==> config.mk <==
export PLATFORM = sky130hd
export DESIGN_NAME = rom_fetch_unit_flat
export DESIGN_NICKNAME = d
export VERILOG_FILES = /design/src/rtl/rom_fetch_unit_if.sv /design/src/rtl/rom_fetch_unit.sv /design/src/flat_wrapper.sv
export SDC_FILE = /design/constraint.sdc
export NUM_CORES = 1
export LEC_CHECK = 0
export ABC_CLOCK_PERIOD_IN_PS = 2200
export CAP_MARGIN = 20
export CORE_MARGIN = 4
export CORE_UTILIZATION = 39
export CTS_CLUSTER_DIAMETER = 30
export DETAILED_ROUTE_END_ITERATION = 6
export MAX_ROUTING_LAYER = met4
export SYNTH_ARGS = -nofsm -noshare
export SYNTH_HDL_FRONTEND = slang
export SYNTH_SLANG_ARGS = --single-unit
==> constraint.sdc <==
create_clock -name clk -period 2.2 [get_ports clk]
set_clock_uncertainty 0.1 [all_clocks]
set_input_delay 0.33 -clock clk [delete_from_list [all_inputs] [get_ports clk]]
set_output_delay 0.33 -clock clk [all_outputs]
set_load 0.1 [all_outputs]
==> src/rtl/rom_fetch_unit_if.sv <==
// Fetch-stage bus bundle: ROM read port plus the decode handshake.
//   rom_addr    : word address driven to the instruction ROM
//   rom_rdata   : ROM read data, registered one cycle after rom_addr
//   instr_valid : head of the fetch buffer is presentable to decode
//   instr_ready : decode accepts the head this cycle
//   instr_data  : instruction word at the head
//   instr_pc    : byte PC of instr_data
//   instr_fault : head came from an out-of-range fetch
interface rom_fetch_unit_if;
    logic [31:0] rom_addr;
    logic [31:0] rom_rdata;
    logic        instr_valid;
    logic        instr_ready;
    logic [31:0] instr_data;
    logic [31:0] instr_pc;
    logic        instr_fault;

    // Fetch unit side
    modport master (
        output rom_addr,
        input  rom_rdata,
        output instr_valid,
        input  instr_ready,
        output instr_data,
        output instr_pc,
        output instr_fault
    );

    // ROM / decode side
    modport slave (
        input  rom_addr,
        output rom_rdata,
        input  instr_valid,
        output instr_ready,
        input  instr_data,
        input  instr_pc,
        input  instr_fault
    );
endinterface

==> src/rtl/rom_fetch_unit.sv <==
// Instruction fetch stage: owns the PC, issues at most one ROM read at a
// time, buffers returned words in a small circular FIFO and hands them to
// decode over valid/ready. A redirect flushes buffered and in-flight work.
// Ports:
//   clk, rst_n      : clock, asynchronous active-low reset
//   fetch_en        : permits new ROM reads
//   redirect_valid  : redirect request (priority over everything else)
//   redirect_pc     : new byte PC, low two bits ignored
//   bus             : ROM read port and decode handshake (master side)
module rom_fetch_unit #(
    parameter logic [31:0] RESET_PC   = 32'h0000_0000,
    parameter int unsigned MEM_SIZE   = 32768,
    parameter int unsigned FIFO_DEPTH = 2
) (
    input  logic                    clk,
    input  logic                    rst_n,
    input  logic                    fetch_en,
    input  logic                    redirect_valid,
    input  logic [31:0]             redirect_pc,
    rom_fetch_unit_if.master        bus
);

    localparam int unsigned XLEN  = 32;
    localparam int unsigned PTR_W = (FIFO_DEPTH > 1) ? $clog2(FIFO_DEPTH) : 1;
    localparam int unsigned CNT_W = $clog2(FIFO_DEPTH + 1);
    localparam int unsigned OCC_W = CNT_W + 1;
    localparam logic [XLEN-1:0] FAULT_INSTR = 32'h0000_0013;

    typedef struct packed {
        logic [XLEN-1:0] data;
        logic [XLEN-1:0] pc;
        logic            fault;
    } fetch_entry_t;

    // State
    logic [XLEN-1:0]  pc_q,             pc_d;
    logic             inflight_q,       inflight_d;
    logic [XLEN-1:0]  inflight_pc_q,    inflight_pc_d;
    logic             inflight_fault_q, inflight_fault_d;
    logic             fault_stop_q,     fault_stop_d;
    fetch_entry_t     fifo_q [FIFO_DEPTH];
    fetch_entry_t     fifo_d [FIFO_DEPTH];
    logic [PTR_W-1:0] wr_ptr_q,         wr_ptr_d;
    logic [PTR_W-1:0] rd_ptr_q,         rd_ptr_d;
    logic [CNT_W-1:0] count_q,          count_d;

    // Control
    logic             head_valid;
    logic             pop;
    logic             push;
    logic             issue;
    logic             pc_fault;
    logic [OCC_W-1:0] occ;

    function automatic logic [PTR_W-1:0] ptr_inc(input logic [PTR_W-1:0] p);
        return (p == PTR_W'(FIFO_DEPTH - 1)) ? '0 : p + PTR_W'(1);
    endfunction

    // ROM is word-indexed; the PC register drives it directly
    assign bus.rom_addr = {2'b00, pc_q[31:2]};

    // Head presentation; a redirect suppresses valid so no handshake completes
    assign head_valid      = (count_q != '0);
    assign bus.instr_valid = head_valid & ~redirect_valid;
    assign bus.instr_data  = fifo_q[rd_ptr_q].data;
    assign bus.instr_pc    = fifo_q[rd_ptr_q].pc;
    assign bus.instr_fault = fifo_q[rd_ptr_q].fault;

    // Issue only when a slot is guaranteed for the returning word
    assign pop      = bus.instr_valid & bus.instr_ready;
    assign occ      = OCC_W'(count_q) + OCC_W'(inflight_q);
    assign push     = inflight_q & ~redirect_valid;
    assign pc_fault = ({2'b00, pc_q[31:2]} >= MEM_SIZE);
    assign issue    = fetch_en & ~redirect_valid & ~fault_stop_q &
                      ((occ < OCC_W'(FIFO_DEPTH)) | pop);

    // Next-state logic
    always_comb begin
        pc_d             = pc_q;
        inflight_d       = inflight_q;
        inflight_pc_d    = inflight_pc_q;
        inflight_fault_d = inflight_fault_q;
        fault_stop_d     = fault_stop_q;
        fifo_d           = fifo_q;
        wr_ptr_d         = wr_ptr_q;
        rd_ptr_d         = rd_ptr_q;
        count_d          = count_q;

        if (redirect_valid) begin
            pc_d         = redirect_pc & ~32'h0000_0003;
            inflight_d   = 1'b0;
            fault_stop_d = 1'b0;
            wr_ptr_d     = '0;
            rd_ptr_d     = '0;
            count_d      = '0;
        end else begin
            if (push) begin
                fifo_d[wr_ptr_q].data  = inflight_fault_q ? FAULT_INSTR : bus.rom_rdata;
                fifo_d[wr_ptr_q].pc    = inflight_pc_q;
                fifo_d[wr_ptr_q].fault = inflight_fault_q;
                wr_ptr_d               = ptr_inc(wr_ptr_q);
                inflight_d             = 1'b0;
            end

            if (pop) begin
                rd_ptr_d = ptr_inc(rd_ptr_q);
            end

            case ({push, pop})
                2'b10:   count_d = count_q + CNT_W'(1);
                2'b01:   count_d = count_q - CNT_W'(1);
                default: count_d = count_q;
            endcase

            // A new issue at the same edge as a return keeps inflight set
            if (issue) begin
                inflight_d       = 1'b1;
                inflight_pc_d    = pc_q;
                inflight_fault_d = pc_fault;
                pc_d             = pc_q + 32'd4;
                if (pc_fault) begin
                    fault_stop_d = 1'b1;
                end
            end
        end
    end

    // State registers
    always_ff @(posedge clk or negedge rst_n) begin
        if (!rst_n) begin
            pc_q             <= RESET_PC;
            inflight_q       <= 1'b0;
            inflight_pc_q    <= '0;
            inflight_fault_q <= 1'b0;
            fault_stop_q     <= 1'b0;
            wr_ptr_q         <= '0;
            rd_ptr_q         <= '0;
            count_q          <= '0;
            for (int i = 0; i < int'(FIFO_DEPTH); i++) begin
                fifo_q[i] <= '0;
            end
        end else begin
            pc_q             <= pc_d;
            inflight_q       <= inflight_d;
            inflight_pc_q    <= inflight_pc_d;
            inflight_fault_q <= inflight_fault_d;
            fault_stop_q     <= fault_stop_d;
            wr_ptr_q         <= wr_ptr_d;
            rd_ptr_q         <= rd_ptr_d;
            count_q          <= count_d;
            fifo_q           <= fifo_d;
        end
    end

endmodule

==> src/flat_wrapper.sv <==
// flat-port wrapper written by rule: the top's interface ports become plain ports
module rom_fetch_unit_flat 
#(
    parameter logic [31:0] RESET_PC   = 32'h0000_0000,
    parameter int unsigned MEM_SIZE   = 32768,
    parameter int unsigned FIFO_DEPTH = 2
)
  (clk, rst_n, fetch_en, redirect_valid, redirect_pc, bus_rom_addr, bus_rom_rdata, bus_instr_valid, bus_instr_ready, bus_instr_data, bus_instr_pc, bus_instr_fault);
  rom_fetch_unit_if bus_i ();
  input  logic clk;
  input  logic rst_n;
  input  logic fetch_en;
  input  logic redirect_valid;
  input  logic [31:0] redirect_pc;
  output wire logic [$bits(bus_i.rom_addr)-1:0] bus_rom_addr;
  input wire logic [$bits(bus_i.rom_rdata)-1:0] bus_rom_rdata;
  output wire logic [$bits(bus_i.instr_valid)-1:0] bus_instr_valid;
  input wire logic [$bits(bus_i.instr_ready)-1:0] bus_instr_ready;
  output wire logic [$bits(bus_i.instr_data)-1:0] bus_instr_data;
  output wire logic [$bits(bus_i.instr_pc)-1:0] bus_instr_pc;
  output wire logic [$bits(bus_i.instr_fault)-1:0] bus_instr_fault;
  assign bus_rom_addr = bus_i.rom_addr;
  assign bus_i.rom_rdata = bus_rom_rdata;
  assign bus_instr_valid = bus_i.instr_valid;
  assign bus_i.instr_ready = bus_instr_ready;
  assign bus_instr_data = bus_i.instr_data;
  assign bus_instr_pc = bus_i.instr_pc;
  assign bus_instr_fault = bus_i.instr_fault;
  rom_fetch_unit #(.RESET_PC(RESET_PC), .MEM_SIZE(MEM_SIZE), .FIFO_DEPTH(FIFO_DEPTH)) u_core (.clk(clk), .rst_n(rst_n), .fetch_en(fetch_en), .redirect_valid(redirect_valid), .redirect_pc(redirect_pc), .bus(bus_i));
endmodule
==> summary by stage <==
Outcome
The flow ran to the end, and the final reports show no timing, DRC or antenna violations.

Detailed routing
The detailed-routing iteration count for the pre-antenna-repair pass is 4. The average wire length per cell after detail routing is 16.70 microns. The detailed-route vias per instance is 4.988. The number of remaining DRC errors is 0. The count of nets left with antenna violations once routing finished came out at 0. The total length of routed wires is 20960 microns.

The total via count after detailed routing is 6260. The number of design-rule violations left by the first detailed-router iteration is ~240.

Timing
The final-report setup violation count is 0. The final-report max-slew violation count is 0. The maximum clock frequency is 472.4 MHz. The post-route fraction of the period consumed by the critical path is between 90% and 100%. The worst slew slack as a fraction of its limit is 62.36%. The final critical delay including setup and external delays is 2.117 ns. The total count of hold-check failures in the final report is 0. Setup repair after global routing left no endpoint under its margin.

At the pin with the least slew margin, the transition time is 0.5645 ns. Hold timing on the final database bottoms out at a slack of 0.3049 ns. The setup TNS after final layout is 0 ns.

Synthesis
Synthesis produced a netlist whose cell count is 810. In this run the biggest area consumer among cell types represents 54.89% of the synthesized area. Yosys mapped a number of flops with a built-in enable equal to 0. The synthesized area divided by synthesized cell count is approximately 11 sq um. Counting flops with an async set or reset pin after synthesis yields a share of 100.0%. The most used flip-flop cell after synthesis is dfrtp_1. After synthesis the cells add up to just under 9000 sq um. After synthesis, flip-flops and latches occupy 54.89% of the total area. Summed over all instances, the cell type with the most area after synthesis is dfrtp_1. During synthesis, Yosys emitted a total of 0 warnings.

The number of distinct library cells after synthesis is 40. In the post-synthesis netlist, the biggest area contributors are dfrtp_1 55%, mux2_2 16%, nand2_1 8.0%. The synthesis-stage register bit count is 193.

Setup path
The startpoint identified for the worst register-to-register timing path is u_core.inflight_q. The cell at the slowest stage of the critical path is dfrtp_2. The worst setup path is of the reg2out kind.

The worst register-to-register path has a depth of 4. Data on the critical path is required at its endpoint by 1.77 ns. Among the stages of the critical path, the cell type that occurs most often is buf_12. STA classifies the critical path endpoint as an output port. The maximum fanout count along the critical path is 24.

The data arrival time of the critical path is 1.69 ns. The slack of the worst reg-to-reg path is 0.35 ns. In this design, the stage delay of the slowest critical-path cell is about 0.47 ns.

The startpoint kind of the worst setup timing path is a flop. In this run the critical register-to-register path is captured at u_core.fifo_q[123]. The critical path goes through buf_12 > mux2_2 > buf_12.

Pwr
The switching share of power is 41.97%. In this run, the clock network consumes 22.4% of the power. The worst-case IR drop observed on VDD is a little under 0.9 mV. The share of power burned in registers is around 33%. Cell internal power was estimated by the tool at 8.375 mW. In this run the power spent charging and discharging nets is 6.058 mW. The leakage power summed over all cells is ~5.4 nW.

The power per unit of standard cell area is between 1000 and 1500 nW/um^2. The logic gate share of total power is 44.3%.

Global route
Entering global routing, the biggest net connects 65 pins. The global-route congestion overflow total is 0. The via count of the first global-routing pass was ~6400. The initial antenna violation count came to 0. The total global-route track usage is 17.79%.

The global-route wire length before repair is 34200 microns.

Die
The number of rows created at floorplan is 54. The starting utilization of the core area is 39.95%. The number of ports placed on the die boundary is 167. From left edge to right edge, the die measures 158.2 microns. The die outline area is 25030 sq um. The region available for standard cell placement spans approximately 22000 sq um. The overall die height is 158.2 microns.

CTS
Once the clock tree was built, the resizer swapped 0 gates to a different size. The post-CTS clock slew at the launch and capture registers of the worst setup and hold paths is 0.08 ns. Counting the buffers created by CTS gives 17.

No sink is reached through more buffers than the 2 on the longest clock path. The buffer type at the clock tree root is clkbuf_16. The clock net sink count is 193. The clock latency reported for the late side of the worst-skew pair is between 0.4 and 0.5 ns. The CTS H-tree depth is 4. The clock tree from TritonCTS is done.

Finish
Summing all multi-input logic gate instances after layout gives 3691 sq um. The antenna diode count is 0. The layout cell share with drive strength beyond 1 is 32.10%. The area growth from synthesis to layout is 36.79%. The final design utilization is 54.64%. The finished layout cell area is ~12000 sq um. In the final design database the tool counted 1033 nets. The footprint of the flip-flops and latches is 4857 sq um. Fill cells in the final layout number ~1900.

Job
The number of maximum-capacitance violations is 0.

Min path
In this run the most critical hold path is launched from redirect_valid. The min-delay analysis places its worst path in the category in2reg. The hold-critical path depth is 3. The worst hold path terminates at u_core.count_q[0].

Place
Port buffering added 160 buffers. The half-perimeter wire length of the detailed placement result is 14520 microns. The placed cell area is 11410 sq um. At the end of routability-driven placement, the weighted congestion stood at 0.8506.
## power by group through the flow
stage / clock network [mW] / registers (mW) / logic [mW]
6_report: 3.23 / 4.80 / 6.40
4_1_cts: 3.32 / 4.81 / 6.46
2_1_floorplan: 0 / 5.09 / 3.91
5_1_grt: 3.46 / 4.92 / 6.67
3_3_place_gp: 0 / 4.84 / 6.40
3_5_place_dp: 0 / 4.87 / 6.44
## what timing repair did
| action | CTS | global route |
|---|---|---|
| hold buffers | 1 | 0 |
| buffers inserted | 1 | 0 |
| endpoints found under the setup margin | 51 | 0 |
| hold endpoints to repair | 58 | 0 |
## cell families (layout without fill, tap and decap cells)
kind of cell,Yosys count,after routing,synth area share (%)
adder cells (fa/ha/maj),2,2,0.2844
AND/OR/NAND/NOR,286,286,15.26
buffers and inverters,62,224,3.342
multiplexers,129,129,16.48
AO/OA/AOI/OAI,105,105,6.513
XOR/XNOR,32,32,3.185
flip-flops,193,193,54.89
other,1,4,0.04262
## routing by layer
metal | wire length, microns | track usage (%) | vias to the layer above
li1 | - | - | 3057
met1 | 10490 | 26.30 | 3034
met2 | 9243 | 25.41 | 154
met3 | 1028 | 3.253 | 15
met4 | 202 | 4.387 | 0
met5 | 0 | - | -
## worst max-delay path: cells and delay by family (launching register included)
family | cells | cell delay (ns)
DFF | 1 | 0.47
buffers and inverters | 2 | 0.39
muxes | 1 | 0.39
## synthesized netlist by cell type, drive strengths merged, types with 4 or more instances
cell type  number
and4            4
buf            33
clkbuf         23
dfrtp         193
inv             6
mux2          127
nand2         187
nand2b         30
nand3          12
nand4          17
nor2           15
nor3            4
nor4           11
o21ai          99
xnor2          12
xor2           20
## final cells by class
cell class / instances / share of cell area (%)
flip-flops and latches: 193 / 40.36
multi-input cells: 558 / 30.67
repair buffers: 186 / 20.78
clock buffers: 17 / 3.535
well taps: 280 / 2.911
clock inverters: 15 / 1.539
inverters: 6 / 0.2079
## sequential cells by signal, indices dropped and copies added (netlist names), 2 cells and up
register / cells
u_core.count_q: 2
u_core.pc_q: 30
u_core.fifo_q: 126
u_core.inflight_pc_q: 30
## through the flow
stage	setup WS, ns	instances	power [mW]
6_report	0.08334	1255	14.43
3_5_place_dp	0.1031	1221	11.32
4_1_cts	0.05097	1255	14.58
2_1_floorplan	0.009695	813	9.005
3_3_place_gp	0.1190	1221	11.24
5_1_grt	0.02768	1255	15.04
## layout by cell type, fill, tap and decap left out, types with 2 or more instances in the layout
cell / instances
nand2_1: 187
inv_1: 5
xnor2_1: 12
o21ai_1: 10
nand3_1: 12
nor4_4: 2
o21ai_0: 88
nor3_1: 4
and4b_1: 2
nand4_1: 15
and4_1: 4
xor2_1: 20
clkbuf_16: 17
buf_4: 44
nor4_1: 8
dfrtp_1: 171
nor2_1: 14
clkdlybuf4s50_1: 64
dfrtp_2: 22
inv_6: 5
mux2i_1: 2
nand2b_1: 30
ha_1: 2
conb_1: 4
inv_8: 6
mux2_2: 127
bufinv_16: 2
buf_12: 75
## how the worst max path moves through the flow
stage,from,cells past startpoint,end
2_1_floorplan,u_core.pc_q[24],5,u_core.pc_q[28]
3_3_place_gp,fetch_en,6,u_core.pc_q[23]
5_1_grt,u_core.rd_ptr_q,3,bus_instr_data[30]
6_report,u_core.rd_ptr_q,3,bus_instr_data[26]
3_5_place_dp,fetch_en,6,u_core.pc_q[23]
4_1_cts,u_core.rd_ptr_q,3,bus_instr_data[26]
No activity file was read; power rests on OpenSTA's default activity.
